File: src/rtl/st_video_pkg.sv
// Shared types and constants for the Avalon-ST video capture parser.
// Covers packet type codes, the parser state encoding and the output beat payload.
package st_video_pkg;

    localparam int SYM_W         = 8;
    localparam int SYMS_PER_BEAT = 3;
    localparam int BEAT_W        = SYM_W * SYMS_PER_BEAT;

    localparam logic [3:0] PKT_VIDEO = 4'h0;
    localparam logic [3:0] PKT_CTRL  = 4'hF;

    typedef enum logic [1:0] {
        IDLE,
        CTRL,
        VIDEO,
        DROP
    } state_t;

    typedef struct packed {
        logic [31:0] data;
        logic        sop;
        logic        eop;
    } pix_t;

endpackage

File: src/rtl/st_video_out_reg.sv
// One-deep valid/ready output register.
// Holds a single pixel beat for the downstream sink and tells the parser when it may accept.
module st_video_out_reg
    import st_video_pkg::*;
(
    input  logic clk,
    input  logic reset_n,
    input  logic load,
    input  pix_t load_pix,
    input  logic out_ready,
    output logic out_valid,
    output pix_t held_pix,
    output logic space
);

    // A new beat fits if the slot is empty or is being drained this cycle.
    assign space = out_ready | ~out_valid;

    // NOTE: state updates use <= so every flop samples pre-edge values regardless of block order.
    // NOTE: the payload is reset as well as the valid bit so the output is all zeros out of reset.
    always_ff @(posedge clk or negedge reset_n) begin
        if (!reset_n) begin
            out_valid <= 1'b0;
            held_pix  <= '0;
        end else if (load) begin
            out_valid <= 1'b1;
            held_pix  <= load_pix;
        end else if (out_ready) begin
            out_valid <= 1'b0;
        end
    end

endmodule

File: src/rtl/st_video_capture_parser.sv
// Avalon-ST Video packet parser: latches control packets and forwards pixels padded to 32 bits.
// Also counts frames and flags size and framing errors.
module st_video_capture_parser
    import st_video_pkg::*;
#(
    parameter int         FC_W = 16,
    parameter logic [7:0] PAD  = 8'h00
) (
    input  logic              clk,
    input  logic              reset_n,
    output logic              in_ready,
    input  logic              in_valid,
    input  logic [23:0]       in_data,
    input  logic              in_startofpacket,
    input  logic              in_endofpacket,
    input  logic [1:0]        in_empty,
    input  logic              out_ready,
    output logic              out_valid,
    output logic [31:0]       out_data,
    output logic              out_startofpacket,
    output logic              out_endofpacket,
    output logic [15:0]       ctrl_width,
    output logic [15:0]       ctrl_height,
    output logic [3:0]        ctrl_interlace,
    output logic              ctrl_seen,
    output logic [FC_W-1:0]   frame_count,
    output logic              frame_done,
    output logic [1:0]        err_flags,
    input  logic              err_clear
);

    state_t      state, state_n;
    logic [1:0]  ctrl_beat;
    logic [15:0] sh_width;
    logic [7:0]  sh_height_hi;
    logic [31:0] pix_count, pix_total, frame_size;
    logic        first_pix;

    logic        accept;
    logic        fwd, frame_end, set_size, set_frame;
    logic        video_start, ctrl_start, ctrl_data, ctrl_commit;
    logic [3:0]  nib0, nib1, nib2;
    pix_t        load_pix, held_pix;

    assign accept     = in_valid & in_ready;
    assign nib0       = in_data[3:0];
    assign nib1       = in_data[SYM_W+3:SYM_W];
    assign nib2       = in_data[2*SYM_W+3:2*SYM_W];
    assign pix_total  = (pix_count == 32'hFFFF_FFFF) ? pix_count : pix_count + 32'd1;
    assign frame_size = 32'(ctrl_width) * 32'(ctrl_height);

    always_ff @(posedge clk or negedge reset_n) begin
        if (!reset_n) state <= IDLE;
        else          state <= state_n;
    end

    // NOTE: every signal assigned here gets a default first so no path can infer a latch.
    always_comb begin
        state_n     = state;
        fwd         = 1'b0;
        frame_end   = 1'b0;
        set_size    = 1'b0;
        set_frame   = 1'b0;
        video_start = 1'b0;
        ctrl_start  = 1'b0;
        ctrl_data   = 1'b0;
        ctrl_commit = 1'b0;
        if (accept) begin
            if (in_startofpacket) begin
                // A header always restarts parsing; any packet in flight is abandoned.
                if (state != IDLE) set_frame = 1'b1;
                case (nib0)
                    PKT_VIDEO: begin
                        video_start = 1'b1;
                        state_n     = in_endofpacket ? IDLE : VIDEO;
                        set_size    = in_endofpacket & ctrl_seen;
                    end
                    PKT_CTRL: begin
                        ctrl_start = 1'b1;
                        state_n    = in_endofpacket ? IDLE : CTRL;
                    end
                    default: state_n = in_endofpacket ? IDLE : DROP;
                endcase
            end else begin
                case (state)
                    CTRL: begin
                        if (ctrl_beat != 2'd3) begin
                            ctrl_data = 1'b1;
                            if (ctrl_beat == 2'd2)   ctrl_commit = 1'b1;
                            else if (in_endofpacket) set_frame   = 1'b1;
                        end
                        if (in_endofpacket) state_n = IDLE;
                    end
                    VIDEO: begin
                        fwd = 1'b1;
                        if (in_endofpacket) begin
                            frame_end = 1'b1;
                            set_size  = ctrl_seen & (pix_total != frame_size);
                            set_frame = (in_empty != 2'd0);
                            state_n   = IDLE;
                        end
                    end
                    DROP: if (in_endofpacket) state_n = IDLE;
                    default: state_n = IDLE;
                endcase
            end
        end
    end

    always_ff @(posedge clk or negedge reset_n) begin
        if (!reset_n) begin
            ctrl_beat      <= 2'd0;
            sh_width       <= 16'd0;
            sh_height_hi   <= 8'd0;
            ctrl_width     <= 16'd0;
            ctrl_height    <= 16'd0;
            ctrl_interlace <= 4'd0;
            ctrl_seen      <= 1'b0;
        end else if (ctrl_start) begin
            ctrl_beat    <= 2'd0;
            sh_width     <= 16'd0;
            sh_height_hi <= 8'd0;
        end else if (ctrl_data) begin
            ctrl_beat <= ctrl_beat + 2'd1;
            case (ctrl_beat)
                2'd0: sh_width[15:4] <= {nib0, nib1, nib2};
                2'd1: begin
                    sh_width[3:0] <= nib0;
                    sh_height_hi  <= {nib1, nib2};
                end
                default: ;
            endcase
            // The last beat is committed directly so all three fields change together.
            if (ctrl_commit) begin
                ctrl_width     <= sh_width;
                ctrl_height    <= {sh_height_hi, nib0, nib1};
                ctrl_interlace <= nib2;
                ctrl_seen      <= 1'b1;
            end
        end
    end

    always_ff @(posedge clk or negedge reset_n) begin
        if (!reset_n) begin
            pix_count <= 32'd0;
            first_pix <= 1'b0;
        end else if (video_start) begin
            pix_count <= 32'd0;
            first_pix <= 1'b1;
        end else if (fwd) begin
            pix_count <= pix_total;
            first_pix <= 1'b0;
        end
    end

    always_ff @(posedge clk or negedge reset_n) begin
        if (!reset_n) begin
            frame_done  <= 1'b0;
            frame_count <= '0;
            err_flags   <= 2'b00;
        end else begin
            frame_done <= frame_end;
            if (frame_end) frame_count <= frame_count + FC_W'(1);
            err_flags <= (err_clear ? 2'b00 : err_flags) | {set_frame, set_size};
        end
    end

    assign load_pix = '{data: {PAD, in_data}, sop: first_pix, eop: in_endofpacket};

    st_video_out_reg u_out_reg (
        .clk       (clk),
        .reset_n   (reset_n),
        .load      (fwd),
        .load_pix  (load_pix),
        .out_ready (out_ready),
        .out_valid (out_valid),
        .held_pix  (held_pix),
        .space     (in_ready)
    );

    assign out_data          = held_pix.data;
    assign out_startofpacket = held_pix.sop;
    assign out_endofpacket   = held_pix.eop;

endmodule

File: config.mk
export PLATFORM = sky130hd
export DESIGN_NAME = st_video_capture_parser
export DESIGN_NICKNAME = d
export VERILOG_FILES = /design/src/rtl/st_video_pkg.sv /design/src/rtl/st_video_out_reg.sv /design/src/rtl/st_video_capture_parser.sv
export SDC_FILE = /design/constraint.sdc
export NUM_CORES = 1
export LEC_CHECK = 0
export BUFFER_PORTS_ARGS = -buffer_cell sky130_fd_sc_hd__buf_2
export CAP_MARGIN = 20
export CORE_ASPECT_RATIO = 0.6
export CORE_UTILIZATION = 60
export DETAILED_ROUTE_END_ITERATION = 12
export PLACE_DENSITY_LB_ADDON = 0.12
export RECOVER_POWER = 25
export SLEW_MARGIN = 20
export SYNTH_ARGS = -nofsm -noshare
export SYNTH_HDL_FRONTEND = slang
export SYNTH_HIERARCHICAL = 1
export SYNTH_SLANG_ARGS = --single-unit
File: constraint.sdc
create_clock -name clk -period 14 [get_ports clk]
set_clock_uncertainty 0.05 [all_clocks]
set_input_delay 4.2 -clock clk [delete_from_list [all_inputs] [get_ports clk]]
set_output_delay 4.2 -clock clk [all_outputs]
set_load 0.01 [all_outputs]
**After elaboration in Yosys (flattened, before gate mapping)**

Cells that the tools add are included.

- Reduce and logical (&&, ||, !) cells: 14
- Bitwise gates (word level): 7
- Add/sub/neg operators: 3
- Mux-type cells: 58
- Multiply operators: 1
- Eq/ne operators: 10

Operators by type and width:

| cell | count |
|---|---|
| $mux 32 | 3 |
| $mux 1 | 38 |
| $add 32x1->32 const B | 1 |
| $eq 32x32->1 const B | 1 |
| $mul 16x16->32 | 1 |
| $mux 16 | 2 |
| $ne 32x32->1 | 1 |
| $mux 8 | 3 |
| $add 16x1->16 const B | 1 |
| $mux 2 | 8 |
| $reduce_bool 2->1 | 7 |
| $mux 12 | 1 |
| $eq 2x2->1 const B | 3 |
| $reduce_and 2->1 | 3 |
| $eq 2x1->1 const B | 2 |
| $eq 4x4->1 const B | 1 |
| $logic_not 4->1 | 1 |
| $mux 4 | 1 |
| $pmux 2 s2 | 1 |
| $and 1x1->1 | 3 |
| $ne 3x1->1 const B | 1 |
| $reduce_and 3->1 | 1 |
| $reduce_or 3->1 | 1 |
| $add 2x1->2 const B | 1 |
| other kinds (6) | 7 |

- Output and inout port bits: 92
- Input bits: 33
- Bits in registers: 144

**Longest topological paths before layout**

- Depth in word-level cells: 9
- Gate-level depth with buffers: 25

**By module**

The synthesis kept the hierarchy.

Modules (own cells, without submodules):

| module | cells each | times used | area each (µm²) | seq. area each (µm²) |
|---|---|---|---|---|
| st_video_capture_parser | 1609 | 1 | 14715.4 | 2927.8 |
| st_video_out_reg | 75 | 1 | 1451.4 | 875.8 |

**Worst setup path before layout**

Ideal clock, no wire load.

- Path kind: input -> output
- Start point: in out_ready
- End point: out in_ready
- Data required time: 9.750 ns
- Slack: 5.347 ns
- Data arrival time: 4.403 ns
- Cell stages on the path: 1
- Cell sequence: nand2b_1

- Longest elaborated chain between the ends: 1

RTL lines:

| what | RTL line | source |
|---|---|---|
| start, declared | st_video_capture_parser.sv:17 | `input logic out_ready,` |
| $or 1x1->1 | st_video_out_reg.sv:17 | `assign space = out_ready \| ~out_valid;` |
| end, declared | st_video_capture_parser.sv:11 | `output logic in_ready,` |

Every way passes these cells.

**Worst setup path in the final report**

Ends and elaborated chain as after synthesis.

==> metrics.yaml <==
status:
  status: "finished with violations"
  violations: "capacitance limit, slew limit"
routing:
  dr.pass1.iters: 6
  ant_nets: 0
  drt_iter0_drc: 1061
  wl_per_cell_um: 19.51
  drcViolationCount: 0
  via_per_inst: 5.859
  wl_um: 41700
  dr_total_vias: 12521
setup_path:
  r2r-end: "err_flags[0]$_DFF_PN0_"
  worstPathRequired_ps: 9750
  cp-end-kind: "output port"
  reg2reg_from: "ctrl_height[5]$_DFFE_PN0P_"
  path_max_fanout: 5
  rr_worst_depth: 18
  cp.arrival_ps: 4640
  path_class: "input port to output port"
  r2r_setup_slack_ps: 6640
  worstSetupStartpoint: "out_ready"
  start_kind: "input port"
  cp-endpoint: "in_ready"
placement:
  dp_hpwl_um: 31170
  place_congestion: 0.9301
  dp.cells: 2105
  numPortBuffers: 124
  place_ws_ps: 5111
cts:
  clock_latency_ps: 460
  post_cts_buffers: 0
  cts-root-buf: "clkbuf_16"
  cts_tree: "done"
  cts_max_level: 4
  clkTransAtPathRegs_ps: 70
  numClockSinks: 152
  cts_buffers: 17
  cts_resized: 0
  postCtsHoldBufs: 0
  cts.path.max_buffers: 2
pwr:
  p_leak_nw: 8.029
  ir_drop_mv: 0.1508
  power.total_mw: 1.898
  power.density_mw_per_mm2: 108.1
final_layout:
  nets: 2104
  fin_cells: 2137
  drive_above_1_share_pct: 14.29
  syn_to_final_growth_pct: 8.637
  diodes: 0
timing:
  holdWs_ps: 421.7
  fmax_mhz: 112.5
  period_share_pct: 63.48
  finalMaxSlewViolations: 124
  tightest_slew_ps: 4861
  rsz0062_at_grt: "no"
  finalCriticalPeriod_ps: 8888
  finalWorstSetupSlack_ps: 5112
  hold_viol_final: 0
  tns_ps: 0
  slew_headroom_pct: -224.1
  setup_viol: 0
global_route:
  grt_pass1_vias: 12378
  grt_pass1_wl_um: 67110
  grt_overflow_total: 0
  grt_usage_pct: 31.49
  antenna_found_initial: 0
  grt_max_degree: 83
floorplan:
  core_area_mm2: 0.02642
  start_util_pct: 61.20
  fp-row-count: 46
  die_h_um: 129.2
  die_w_um: 213.9
  ios: 125
  floorplan.die_area_mm2: 0.02763
logic_synthesis:
  syn_inst: 1684
  yosys_warnings: 6
  yosysUniqueCellTypes: 88
  avgSynthCellArea_um2: 9.600
  ys_seq_area_share_pct: 23.53
  synth.cell_area_mm2: 0.01617
  synth_edf_count: 0
  async_reset_ff_share_pct: 100.0
  synthFlopType: "dfrtp_1"
  ys_seq_elements: 152
worst_hold_path:
  hold_class: "register to register"
flow_run:
  maxCapViolations: 2
==> logic make-up (layout without fill, tap and decap cells) <==
group | Yosys count | in the layout | share of synthesized area, %
simple gates | 597 | 597 | 17.95
flops | 152 | 152 | 23.53
other cells | 1 | 8 | 0.02320
xor+xnor | 96 | 96 | 5.464
fa+ha+maj | 307 | 307 | 32.77
buf+inv | 275 | 361 | 6.934
mux | 75 | 75 | 5.874
compound gates | 181 | 181 | 7.461
==> sequential cells by signal (all words and copies together) (netlist names) <==
| signal | flops |
|---|---|
| frame_count | 16 |
| ctrl_width | 16 |
| state | 2 |
| pix_count | 32 |
| sh_width | 16 |
| ctrl_interlace | 4 |
| u_out_reg/held_pix | 34 |
| ctrl_height | 16 |
| frame_done | 1 |
| sh_height_hi | 8 |
| ctrl_beat | 2 |
| first_pix | 1 |
| u_out_reg/out_valid | 1 |
| ctrl_seen | 1 |
| err_flags | 2 |
==> metal layers <==
layer	track usage [%]	part of all wire [%]
met5	0	0
met4	7.660	1.4
met3	8.498	10
met2	45.24	42
met1	47.21	46
==> cells in the final DEF (no fill, tap or decap), drive strengths merged, types with 9 or more instances in the layout <==
master and instances:
nand3 55, fa 194, and2 94, xnor2 74, dfrtp 152, buf 120
o31ai 9, o21ai 60, mux2 72, clkbuf 32, a21o 14, nor3 22
nand4 19, nand2b 13, nand2 301, inv 202, and3 19, ha 113
nor4 10, nor2 37, xor2 19, a21oi 32
==> final cells by class <==
type,instances,area (um2)
multi-input combinational,1264,11270
fill,2140,8855
sequential,152,3804
inverter,194,728.2
timing repair buffer,135,681.9
tap,360,450.4
clock buffer,17,425.4
clock inverter,15,202.7
==> worst max-delay path, cell delays in order <==
cell,delay (ps)
buf_2,90
nand2b_1,180
buf_2,160
==> synth_stat cells, types with 21 or more instances <==
| master | count | share of area [%] |
|---|---|---|
| a21oi_1 | 32 | 0.99 |
| and2_1 | 94 | 3.6 |
| clkbuf_1 | 68 | 1.6 |
| dfrtp_1 | 152 | 24 |
| fa_1 | 194 | 24 |
| ha_1 | 113 | 8.7 |
| inv_1 | 193 | 4.5 |
| mux2_2 | 43 | 3.0 |
| mux2_4 | 29 | 2.7 |
| nand2_1 | 301 | 7.0 |
| nand3_1 | 54 | 1.7 |
| nor2_1 | 36 | 0.84 |
| nor3_1 | 21 | 0.65 |
| o21ai_0 | 55 | 1.7 |
| xnor2_1 | 74 | 4.0 |
==> metrics by stage <==
step	util (%)	cell area, um2
2_1_floorplan	-	16190
3_3_place_gp	64.20	16960
3_5_place_dp	64.20	16960
4_1_cts	66.58	17590
5_1_grt	66.48	17560
6_report	66.48	17560
==> power by group <==
group	switching [mW]	leakage, nW	internal [mW]	total, mW
Sequential	0.212	2.02	0.550	0.762
Combinational	0.341	5.70	0.289	0.630
Clock	0.219	0.312	0.288	0.507
==> worst min-delay path by stage <==
stage | startpoint | to | slack, ps | depth (start not counted)
after global placement | frame_count[11]$_DFFE_PN0P_ | frame_count[11]$_DFFE_PN0P_ | 420 | 1
final | frame_count[15]$_DFFE_PN0P_ | frame_count[15]$_DFFE_PN0P_ | 420 | 1
after floorplan | first_pix$_DFFE_PN0P_ | first_pix$_DFFE_PN0P_ | 390 | 1
after global routing | frame_count[15]$_DFFE_PN0P_ | frame_count[15]$_DFFE_PN0P_ | 450 | 1
after CTS | frame_count[15]$_DFFE_PN0P_ | frame_count[15]$_DFFE_PN0P_ | 420 | 1
after detailed placement | frame_count[15]$_DFFE_PN0P_ | frame_count[15]$_DFFE_PN0P_ | 410 | 1
(Power assumes the default switching activity.)
